<file path="config.mk">
export PLATFORM = sky130hd
export DESIGN_NAME = sar_search
export DESIGN_NICKNAME = d
export VERILOG_FILES = /design/src/rtl/sar_search.sv
export SDC_FILE = /design/constraint.sdc
export NUM_CORES = 1
export LEC_CHECK = 0
export ABC_AREA = 0
export ABC_CLOCK_PERIOD_IN_PS = 5000
export BUFFER_PORTS_ARGS = -buffer_cell sky130_fd_sc_hd__buf_2
export CORE_UTILIZATION = 58
export CTS_CLUSTER_SIZE = 24
export DETAILED_ROUTE_END_ITERATION = 10
export PLACE_DENSITY_LB_ADDON = 0.08
export SLEW_MARGIN = 20
export SYNTH_ARGS = -nofsm -noshare
export SYNTH_HDL_FRONTEND = slang
export SYNTH_SLANG_ARGS = --single-unit
</file>
<file path="constraint.sdc">
create_clock -name clk -period 5 [get_ports clk]
set_input_delay 0.25 -clock clk [delete_from_list [all_inputs] [get_ports clk]]
set_output_delay 0.25 -clock clk [all_outputs]
set_load 0.01 [all_outputs]
</file>
<file path="src/rtl/sar_search.sv">
// Successive-approximation search driving an external l/e/g comparator, MSB first.
// Optional macro SAR_SEARCH_EARLY_EXIT_EN: finish as soon as the comparator reports equality.
module sar_search #(
    parameter int WIDTH = 8
) (
    input  logic             clk,
    input  logic             rst,
    input  logic             start,
    input  logic             cmp_l,
    input  logic             cmp_e,
    input  logic             cmp_g,
    output logic [WIDTH-1:0] guess,
    output logic             busy,
    output logic             done,
    output logic [WIDTH-1:0] result,
    output logic             err
);

    localparam int IDX_W = (WIDTH > 2) ? $clog2(WIDTH) : 1;

    typedef enum logic [1:0] {
        IDLE  = 2'd0,
        TRIAL = 2'd1,
        DONE  = 2'd2
    } state_t;

    state_t           state_q, state_d;
    logic [WIDTH-1:0] guess_q, guess_d;
    logic [WIDTH-1:0] result_q, result_d;
    logic [IDX_W-1:0] idx_q, idx_d;
    logic             err_q, err_d;

    logic [WIDTH-1:0] cur_bit;
    logic [WIDTH-1:0] decided;
    logic             cmp_ok;

    // A well-behaved comparator asserts exactly one of its three outputs.
    function automatic logic is_onehot(input logic l, input logic e, input logic g);
        logic ok;
        case ({l, e, g})
            3'b100, 3'b010, 3'b001: ok = 1'b1;
            default:                ok = 1'b0;
        endcase
        return ok;
    endfunction

    assign cur_bit = {{(WIDTH-1){1'b0}}, 1'b1} << idx_q;
    assign decided = cmp_g ? (guess_q & ~cur_bit) : guess_q;
    assign cmp_ok  = is_onehot(cmp_l, cmp_e, cmp_g);

    always_ff @(posedge clk or posedge rst) begin
        if (rst) begin
            state_q  <= IDLE;
            guess_q  <= '0;
            result_q <= '0;
            idx_q    <= '0;
            err_q    <= 1'b0;
        end else begin
            state_q  <= state_d;
            guess_q  <= guess_d;
            result_q <= result_d;
            idx_q    <= idx_d;
            err_q    <= err_d;
        end
    end

    always_comb begin
        state_d  = state_q;
        guess_d  = guess_q;
        result_d = result_q;
        idx_d    = idx_q;
        err_d    = err_q;
        case (state_q)
            IDLE: begin
                if (start) begin
                    state_d = TRIAL;
                    guess_d = {1'b1, {(WIDTH-1){1'b0}}};
                    idx_d   = IDX_W'(WIDTH - 1);
                    err_d   = 1'b0;
                end
            end
            TRIAL: begin
                if (!cmp_ok) begin
                    err_d    = 1'b1;
                    result_d = guess_q;
                    state_d  = DONE;
                end
`ifdef SAR_SEARCH_EARLY_EXIT_EN
                else if (cmp_e) begin
                    result_d = guess_q;
                    state_d  = DONE;
                end
`endif
                else if (idx_q != '0) begin
                    guess_d = decided | (cur_bit >> 1);
                    idx_d   = idx_q - IDX_W'(1);
                end else begin
                    // guess keeps the last trial value; only result takes the decision.
                    result_d = decided;
                    state_d  = DONE;
                end
            end
            DONE: begin
                state_d = IDLE;
            end
            default: begin
                state_d = IDLE;
            end
        endcase
    end

    assign guess  = guess_q;
    assign result = result_q;
    assign err    = err_q;
    assign busy   = (state_q == TRIAL);
    assign done   = (state_q == DONE);

endmodule

</file>
==> results.cfg <==
[cells_and_area]
final_common_cell = buf_2
area_growth_pct = 13.60
finalNetCount = 163
n_antenna_cell = 0
final_cell_mix = buf_2 (24), dfrtp_1 (22), nor3_1 (9)
drive_gt1_share_pct = 25.17

[power]
pwr-share-clk_pct = 21.9
pwr-share-comb_pct = 34.2
switching_share_pct = 37.56
switching_power_w = 0.0002379
power.total_w = 0.0006336
pwr-share-seq_pct = 43.9
irDropWorstVdd_uv = 289.0
p_int_w = 0.0003956
leakage_nw = 0.7243
power_density_nw_per_um2 = 436.1

[grt]
grt_use_total_pct = 26.17
grt_max_degree = 28
grt_pass1_vias = 981
grt_pass1_wl_um = 4671
antenna_found_initial = 0
overflow = 0

[sta]
drv_slew = 0
final_hold_viol_count = 0
rsz0062_at_grt = no
tightestPinTransition_ns = 0.8335
final.setup_skew_ns = 0.001866
tns_ns = 0
max_freq_mhz = 460.0
setup_violations = 0
min_period_ns = 2.174
relSlewSlack_pct = 44.27
whs_ns = 0.06670
fin_crit_sh_pct = 43.48

[clock_network]
cts.sinks = 22
insertion_delay_ns = 0.32
cts_max_path_buffers = 2
cts_hold_buf = 0
cts_resized = 0
root_buffer = clkbuf_4
cts.clk_slew.worst_paths_ns = 0.13
cts_inserted_buffers = 3
cts_tree = done
postCtsSetupBuffers = 0
htree_num_levels = 1

[run_status]
status = completed

[min_path]
hold_path_class = input pin to asynchronous set/reset pin

[setup_path]
crit_buf_inv = 1
cp_slowest_stage_delay_ns = 0.45
cp-end-kind = flip-flop
crit_fanout = 22
crit_family = compound AO/OA/AOI/OAI gates
slowest_stage = dfrtp_1
critPathArrivalTime_ns = 2.39
start_kind = flip-flop
cp.required_ns = 5.21
path_cells = inv_1 -> ha_1 -> nand2b_1 -> o211ai_2 -> o31a_1 -> or3_1
path_class = flip-flop to flip-flop

[drt]
drt_wl_total_um = 2873
first_iter_violations = 57
vias = 1114
post_drt_wl_per_cell_um = 16.14
drc = 0
drtPass1Iterations = 4
route.antenna.remaining_nets = 0
vias_per_cell = 6.258

[yosys]
avgSynthCellArea_um2 = 9.761
synth_fp_nets = 142
ys_ff_latch = 22
synth_top_area_share_pct = 43.05
yosysSeqAreaShare_pct = 43.05
ys_types = 29
yosys_warnings = 0
syn_area_um2 = 1279
synth_area_leaders = dfrtp_1 (43%), mux2_2 (7.0%), a221o_1 (5.5%), ha_1 (4.9%), a21boi_0 (4.1%)
syn_inst = 131
yosysTopAreaCell = dfrtp_1

[placement]
place_congestion = 0.8448
place_hpwl_um = 1966
port_buffers = 24

[die]
die_y_um = 48.96
core.rowCount = 16
die-area_um2 = 2397
chipWidth_um = 48.96
core_area_um2 = 2022
start_util_pct = 63.24
ioPinCount = 25

[job]
cap_violations = 0
==> final cells by class <==
| class | instances | area (um2) |
|---|---|---|
| fill | 163 | 569.3 |
| clock buffer | 3 | 22.52 |
| sequential | 22 | 550.5 |
| tap | 27 | 33.78 |
| clock inverter | 1 | 30.03 |
| inverter | 7 | 26.28 |
| timing repair buffer | 24 | 120.1 |
| multi-input combinational | 94 | 669.4 |
==> final timing paths <==
kind                       startpoint          to  slack [ns]  cells past startpoint
hold reg to reg             result[0]   result[0]        0.51                      1
min in group clk                start  state_q[0]        0.21                      3
hold / removal                    rst   result[5]        0.07                      2
setup reg to reg             idx_q[0]    idx_q[2]        2.83                      6
setup / recovery             idx_q[0]    idx_q[2]        2.83                      6
max in group asynchronous         rst   result[2]        4.43                      2
==> per-layer routing <==
metal | global-route usage (%) | share of wire (%)
met2 | 42.36 | 50
met4 | 12.25 | 1.0
met1 | 34.14 | 43
met3 | 4.361 | 5.6
met5 | 0 | 0
==> state kept, by name (all words and copies together) (netlist names) <==
name,cells
guess,8
state_q,2
idx_q,3
err,1
result,8
==> power by group through the flow <==
stage | sequential (W) | clock (W) | combinational (W)
floorplan | 0.000264 | 0 | 0.000157
detailed placement | 0.000280 | 0 | 0.000216
global placement | 0.000274 | 0 | 0.000211
finish | 0.000278 | 0.000139 | 0.000217
global route | 0.000286 | 0.000149 | 0.000241
CTS | 0.000276 | 0.000140 | 0.000217
==> cells in the mapped netlist, drive strengths merged <==
library cell / count
dfrtp: 22
nor3: 9
mux2: 8
nand2: 8
a21boi: 7
a221o: 7
and3: 7
inv: 7
a22oi: 6
clkbuf: 6
nor2: 6
ha: 5
o21ai: 5
a21oi: 4
nand3: 4
nand3b: 4
a311oi: 2
buf: 2
nand2b: 2
nor4: 2
o31a: 2
nor2b: 1
nor4b: 1
o211ai: 1
o31ai: 1
or3: 1
xor2: 1
==> kinds of logic (layout without fill, tap and decap cells) <==
group,count (synthesis),after routing,share of synthesized area [%]
compound gates,35,35,20.94
xor+xnor,1,1,0.6851
simple gates,45,45,18.79
mux,8,8,7.045
flops,22,22,43.05
buf+inv,15,35,4.599
fa+ha+maj,5,5,4.892
==> stage by stage <==
step | instances | worst slack, ns | area, um2 | utilization [%]
4_1_cts | 178 | 2.817 | 1453 | 71.84
5_1_grt | 178 | 2.621 | 1453 | 71.84
3_5_place_dp | 174 | 2.859 | 1400 | 69.25
6_report | 178 | 2.826 | 1453 | 71.84
3_3_place_gp | 174 | 2.986 | 1400 | 69.25
2_1_floorplan | 131 | 3.346 | 1279 | -
Power figures use the tool's default switching activity.
